## src/rtl/vae_anomaly_scorer.sv

```systemverilog
// Scores one VAE frame: buffers N_FEAT original features, accumulates the squared
// reconstruction error through a 3-stage pipeline, and emits a single 64-bit verdict word.
module vae_anomaly_scorer #(
    parameter int N_FEAT = 9,
    parameter int SHIFT  = 0,
    parameter int CNT_W  = 4
) (
    input  logic        aclk,
    input  logic        areset,
    input  logic [63:0] s_x_tdata,
    input  logic        s_x_tvalid,
    input  logic        s_x_tlast,
    output logic        s_x_tready,
    input  logic [63:0] s_r_tdata,
    input  logic        s_r_tvalid,
    input  logic        s_r_tlast,
    output logic        s_r_tready,
    input  logic [31:0] threshold,
    output logic [63:0] m_axis_tdata,
    output logic        m_axis_tvalid,
    output logic        m_axis_tlast,
    input  logic        m_axis_tready,
    output logic        busy
);

    typedef enum logic [1:0] {LOAD_X, ACC, FLUSH, OUT} state_t;

    localparam logic [CNT_W-1:0] LAST_IDX = CNT_W'(N_FEAT - 1);

    state_t             state_reg, state_next;
    logic [CNT_W-1:0]   idx_reg;
    logic [15:0]        xbuf [N_FEAT];
    logic signed [16:0] diff_reg;
    logic               v1_reg;
    logic [33:0]        sq_reg;
    logic               v2_reg;
    logic [36:0]        acc_reg;
    logic               err_reg;
    logic [15:0]        frame_cnt_reg;
    logic [63:0]        tdata_reg;

    logic               x_fire, r_fire, out_fire, last_beat, tlast_in, flush_done;
    logic [15:0]        x_sel;
    logic signed [16:0] diff_next;
    logic signed [33:0] prod;
    logic [36:0]        shifted;
    logic [31:0]        score;
    logic               anomaly;

    // Fire signals depend only on registered state, never on a ready output.
    assign x_fire     = s_x_tvalid && (state_reg == LOAD_X);
    assign r_fire     = s_r_tvalid && (state_reg == ACC);
    assign out_fire   = m_axis_tready && (state_reg == OUT);
    assign last_beat  = (idx_reg == LAST_IDX);
    assign tlast_in   = (state_reg == ACC) ? s_r_tlast : s_x_tlast;
    assign flush_done = (state_reg == FLUSH) && !v1_reg && !v2_reg;

    assign x_sel     = xbuf[idx_reg];
    assign diff_next = $signed({s_r_tdata[63], s_r_tdata[63:48]}) - $signed({x_sel[15], x_sel});
    assign prod      = 34'(diff_reg) * 34'(diff_reg);

    assign shifted = acc_reg >> SHIFT;
    assign score   = (|shifted[36:32]) ? 32'hFFFF_FFFF : shifted[31:0];
    assign anomaly = (score > threshold);

    genvar gi;
    generate
        for (gi = 0; gi < N_FEAT; gi++) begin : g_xbuf
            logic [15:0] word_reg;
            always_ff @(posedge aclk) begin
                if (x_fire && idx_reg == CNT_W'(gi))
                    word_reg <= s_x_tdata[63:48];
            end
            assign xbuf[gi] = word_reg;
        end
    endgenerate

    always_ff @(posedge aclk) begin
        if (areset) state_reg <= LOAD_X;
        else        state_reg <= state_next;
    end

    always_comb begin
        state_next    = state_reg;
        s_x_tready    = 1'b0;
        s_r_tready    = 1'b0;
        m_axis_tvalid = 1'b0;
        case (state_reg)
            LOAD_X: begin
                s_x_tready = 1'b1;
                if (x_fire && last_beat) state_next = ACC;
            end
            ACC: begin
                s_r_tready = 1'b1;
                if (r_fire && last_beat) state_next = FLUSH;
            end
            FLUSH: begin
                if (flush_done) state_next = OUT;
            end
            OUT: begin
                m_axis_tvalid = 1'b1;
                if (m_axis_tready) state_next = LOAD_X;
            end
            default: state_next = LOAD_X;
        endcase
    end

    always_ff @(posedge aclk) begin
        if (areset) begin
            idx_reg       <= '0;
            diff_reg      <= '0;
            v1_reg        <= 1'b0;
            sq_reg        <= '0;
            v2_reg        <= 1'b0;
            acc_reg       <= '0;
            err_reg       <= 1'b0;
            frame_cnt_reg <= '0;
            tdata_reg     <= '0;
        end else begin
            v1_reg <= r_fire;
            if (r_fire) diff_reg <= diff_next;
            v2_reg <= v1_reg;
            if (v1_reg) sq_reg <= unsigned'(prod);
            if (v2_reg) acc_reg <= acc_reg + 37'(sq_reg);

            // Framing errors are only flagged; the beat count always runs to N_FEAT.
            if (x_fire || r_fire) begin
                idx_reg <= last_beat ? '0 : idx_reg + 1'b1;
                if (tlast_in != last_beat) err_reg <= 1'b1;
            end

            if (flush_done)
                tdata_reg <= {anomaly, err_reg, 14'd0, frame_cnt_reg, score};

            if (out_fire) begin
                frame_cnt_reg <= frame_cnt_reg + 16'd1;
                acc_reg       <= '0;
                err_reg       <= 1'b0;
            end
        end
    end

    assign m_axis_tdata = tdata_reg;
    assign m_axis_tlast = m_axis_tvalid;
    assign busy         = !((state_reg == LOAD_X) && (idx_reg == '0));

endmodule

```

## config.mk

```make
export PLATFORM = sky130hd
export DESIGN_NAME = vae_anomaly_scorer
export DESIGN_NICKNAME = d
export VERILOG_FILES = /design/src/rtl/vae_anomaly_scorer.sv
export SDC_FILE = /design/constraint.sdc
export NUM_CORES = 1
export LEC_CHECK = 0
export BUFFER_PORTS_ARGS = -buffer_cell sky130_fd_sc_hd__buf_2
export CAP_MARGIN = 25
export CORE_ASPECT_RATIO = 2
export CORE_MARGIN = 3
export CORE_UTILIZATION = 40
export DETAILED_ROUTE_END_ITERATION = 8
export PLACE_DENSITY = 0.54
export SLEW_MARGIN = 20
export SYNTH_ARGS = -nofsm -noshare
export SYNTH_HDL_FRONTEND = slang
export SYNTH_SLANG_ARGS = --single-unit
```

## constraint.sdc

```tcl
create_clock -name aclk -period 9.1 [get_ports aclk]
set_input_delay 0.455 -clock aclk [delete_from_list [all_inputs] [get_ports aclk]]
set_output_delay 0.455 -clock aclk [all_outputs]
set_load 0.01 [all_outputs]
```

Word-level counts from Yosys, hierarchy flattened
Cells that the tools add are included.
{ "word_totals": {"reg_bits": 307, "out_inout_bits": 69, "word_cells": 83} }
{ "classes": {"n_addsub": 4, "multipliers": 1, "n_lt_le_gt_ge": 2, "eq_ne": 16, "n_mux": 14, "n_bitwise": 1, "reduce_logical": 26} }
{ "op_table": {"columns": ["operator", "n"], "rows": [
  ["$bmux W16 S4", 1],
  ["$add A37 B34 Y37", 1],
  ["$mul A17 B17 Y34", 1],
  ["$gt A32 B32 Y1", 1],
  ["$mux W16", 2],
  ["$mux W32", 1],
  ["$sub A16 B16 Y17", 1],
  ["$add A16 B1 Y16 const B", 1],
  ["$eq A4 B3 Y1 const B", 4],
  ["$logic_and A1 B1 Y1", 16],
  ["$eq A4 B2 Y1 const B", 2],
  ["$mux W2", 4],
  ["$pmux W2 S4", 1],
  ["$ge A5 B5 Y1 const B", 1],
  ["$not A4 Y5", 1],
  ["$reduce_or A5 Y1", 1],
  ["$add A4 B1 Y4 const B", 1],
  ["$eq A2 B2 Y1 const B", 2],
  ["$eq A4 B1 Y1 const B", 1],
  ["$eq A4 B4 Y1 const B", 1],
  ["$logic_not A4 Y1", 1],
  ["$mux W1", 4],
  ["$mux W4", 1],
  ["$ne A2 B1 Y1 const B", 2],
  ["9 further kinds", 12]
]} }

Depth between registers and ports, before layout
{ "logic_depth": {"depth_word": 5, "depth_mapped": 25, "mapped_depth_nobuf": 24} }

Worst setup path after synthesis
OpenSTA, ideal clock, no wires.
{ "synth_timing": {"path_type": "register to register", "startpoint": "reg diff_reg[16]", "endpoint": "reg sq_reg[33]", "setup_ns": 0.131, "t_arrival_ns": 6.215, "required_time_ns": 8.969, "path_slack_ns": 2.754, "path_stages_with_launch": 20, "cell_sequence": "dfxtp_1 > clkbuf_1 > clkbuf_1 > and2_1 > fa_1 > fa_1 > fa_1 > fa_1 > fa_1 > inv_1 > fa_1 > inv_1 > ha_1 > nor3_1 > o21a_1 > o31ai_1 > o41ai_2 > o21ai_1 > a2111oi_0 > o41ai_1"} }
{ "synth_via": {"elab_chain_len": 1} }
{ "synth_lines": {"columns": ["element", "line_no", "source"], "rows": [
  ["start, declared", "33", "logic signed [16:0] diff_reg;"],
  ["start signal, assigned", "121", "if (r_fire) diff_reg <= diff_next;"],
  ["$mul A17 B17 Y34", "60", "assign prod = 34'(diff_reg) * 34'(diff_reg);"],
  ["end signal, assigned", "123", "if (v1_reg) sq_reg <= unsigned'(prod);"],
  ["end, declared", "35", "logic [33:0] sq_reg;"]
]} }
No other way between the ends.
A chain may end at the register's enable or synchronous reset.

Final worst setup path
{ "layout_timing": {"startpoint": "reg diff_reg[10]", "endpoint": "reg sq_reg[30]"} }
Same word-level chain as after synthesis.

==> impl_metrics.toml <==
[clock_network]
cts_num_sinks = 306
cts_buffers = 25
hold_buffers = 0
cts-htree-levels = 1
cts_tree = "built"
clkTransAtPathRegs_ns = 0.08
clk_path_buf_depth = 3
postCtsSetupBuffers = 0
post_cts_resized = 0
clkLatencyLatePin_ns = 0.55
cts-root-buf = "clkbuf_16"

[sta]
fmax_mhz = 139
rsz0062_at_grt = "false"
finalMaxSlewViolations = 0
slew-limit-headroom_pct = 33.6
tns_ns = 0
period_minus_slack_ns = 7.19
setup_viol = 0
holdWs_ns = 0.188
hold_viol = 0
clock_skew_ns = 0.0122
worst_pin_slew_ns = 0.996
fin_crit_sh_pct = 79.1

[critical_path]
worstPathMaxFanout = 15
startpoint_type = "flop"
cp.buffers_inverters = 7
required_ns = 9.54
crit_slowest_cell = "dfxtp_1"
cpPeakStageDelay_ns = 0.88
arrival_ns = 7.64
setup.worst_path.class = "flop to flop"
critPathTopFamily = "adder cells"
worst_setup_path_end_kind = "flop"
path_cells = "buf_4, and2_1, inv_1, fa_1, inv_1, fa_1, inv_1, fa_1, inv_1, fa_1, fa_1, inv_1, fa_1, inv_1, ha_1, and4_1, a221oi_1, o21ai_1, o21ai_1, o21ai_1, o21a_1, or3_1, a32o_1"

[power_and_ir_drop]
vdd_drop_max_v = 0.000206
power_switching_mw = 0.659
internal_power_mw = 2.19
p_leak_nw = 12.9
p_per_area_nw_per_um2 = 104
power_frac_clock_pct = 41.1
comb_power_share_pct = 7.8
seqPwrFrac_pct = 51.1
switching_share_pct = 23.1

[placed_design]
place_area_sq_um = 26500
io_buffers = 125
gp_congestion = 0.863
hpwl_um = 53500

[synthesis]
syn_avg_cell_area_sq_um = 9.83
ys_top_cells_by_area = "fa_1 21%, edfxtp_1 17%, dfxtp_1 13%"
synth_edf_count = 144
synth.top_cell.area_share_pct = 21.4
yosys_register_bits = 306
ys_async_sr_fraction_pct = 0
synth-main-ff-cell = "dfxtp_1"
yosys.cell_types.count = 86
seq_area_frac_synth_pct = 30.3
netlist_instances = 2541
yosys.area.top_type = "fa_1"
syn_area_sq_um = 25000
yosysWarnings = 0

[finish]
largest_register_ffs = 144
fillers = 5929
final_area_sq_um = 27400
post-route-util_pct = 44.4
fin_nets = 3257
syn_to_final_growth_pct = 9.82
drive_gt1_share_pct = 9.79

[routing]
drtAntennaViolNets = 0
drtIter0Drc = 858
vias = 17989
routed_via_density = 5.23
wire_per_inst_um = 19.4
firstDrtPassIters = 5
wl_um = 66900
drc = 0

[floorplan]
coreArea_sq_um = 61800
rows = 129
die_h_um = 359
start_util_pct = 40.4
die_x_um = 183
ios = 236
dieArea_sq_um = 65700

[grt]
antenna_found_initial = 1
grt_overflow = 0
grt_usage_pct = 20.6
grt_max_degree = 64
grt_pass1_vias = 19626
grt_pass1_wl_um = 107000

[run_status]
status = "completed"

[worst_hold_path]
min_path_type = "input port to flop"

[flow_run]
drv_cap = 0
cell type report:
type / instances / area [sq um] / share of cell area, %
multi-input combinational: 1730 / 15500 / 56.3
antenna: 1 / 2.50 / 0.00912
inverter: 405 / 1520 / 5.54
clock buffer: 32 / 692 / 2.52
clock inverter: 13 / 178 / 0.648
timing repair buffer: 169 / 1030 / 3.75
sequential: 306 / 7570 / 27.6
tap: 786 / 983 / 3.58
routing by layer:
metal	vias to the layer above	wire length, um	GRT usage (%)
li1	8582	-	-
met1	8919	23800	22.0
met2	382	38400	41.3
met3	106	2480	1.89
met4	0	2220	6.70
met5	-	0	0
final timing paths:
path / start / end / slack (ns) / cells after the start
worst max-delay path: diff_reg[10] / sq_reg[30] / 1.91 / 23
worst min-delay path: s_x_tdata[52] / g_xbuf[2].word_reg[4] / 0.19 / 1
worst max register to register: diff_reg[10] / sq_reg[30] / 1.91 / 23
worst min register to register: m_axis_tdata[46] / m_axis_tdata[46] / 0.46 / 2
synth_stat cells, types with 5 or more instances:
library cell and n:
a211oi_1 26, a21o_1 40, a21oi_1 133, a2bb2oi_1 15
a31o_2 5, a31oi_1 10, and2_1 56, and3_1 14
buf_1 18, buf_4 15, clkbuf_1 75, dfxtp_1 162
edfxtp_1 144, fa_1 267, ha_1 186, inv_1 404
mux2i_1 78, mux4_2 15, nand2_1 188, nand2b_1 16
nand3_1 37, nand4_1 20, nor2_1 213, nor2b_1 22
nor3_1 53, o21a_1 11, o21ai_0 59, o21ai_1 9
o21bai_1 7, o22ai_1 17, o31ai_1 5, or3_1 42
or4_1 6, xnor2_1 60, xor2_1 32
logic make-up after synthesis:
family,count (synthesis),share of synthesized area [%]
other cells,1,0.0150
compound gates,383,9.97
fa+ha+maj,453,30.7
simple gates,694,13.2
buf+inv,518,8.06
flops,306,30.3
xor+xnor,92,3.23
mux,94,4.52
power groups by stage:
stage | combinational (mW) | clock, mW | sequential (mW)
floorplan | 0.148 | 0 | 1.48
global placement | 0.216 | 0 | 1.49
detailed placement | 0.221 | 0 | 1.49
CTS | 0.222 | 1.20 | 1.46
global route | 0.246 | 1.24 | 1.46
finish | 0.221 | 1.17 | 1.46
cell usage in the layout (no fill, tap or decap), types with 6 or more instances in the layout:
| cell type | n |
|---|---|
| nor3_1 | 52 |
| buf_8 | 6 |
| o21a_1 | 11 |
| nand2b_1 | 16 |
| clkbuf_16 | 25 |
| or3_1 | 42 |
| mux2i_1 | 78 |
| a211oi_1 | 26 |
| nand4_1 | 20 |
| and3_1 | 14 |
| o21ai_0 | 59 |
| a31oi_1 | 10 |
| a2bb2oi_1 | 15 |
| a21oi_1 | 133 |
| nand2_1 | 187 |
| o21bai_1 | 7 |
| nor2_1 | 213 |
| xor2_1 | 32 |
| nor2b_1 | 22 |
| edfxtp_1 | 144 |
| conb_1 | 14 |
| dfxtp_1 | 158 |
| buf_2 | 124 |
| or4_1 | 6 |
| inv_1 | 404 |
| xnor2_1 | 60 |
| o22ai_1 | 17 |
| and2_1 | 55 |
| o21ai_1 | 9 |
| buf_4 | 37 |
| mux4_2 | 15 |
| ha_1 | 186 |
| nand3_1 | 37 |
| a21o_1 | 40 |
| fa_1 | 267 |
per-stage QoR:
stage	worst slack, ns	power [mW]	cells
after floorplan	2.75	1.63	2554
after global routing	1.56	2.94	3441
after global placement	1.94	1.70	3388
final	1.91	2.85	3442
after CTS	1.88	2.88	3438
after detailed placement	1.91	1.71	3393
Note: power is estimated with default switching activity, not from simulation.
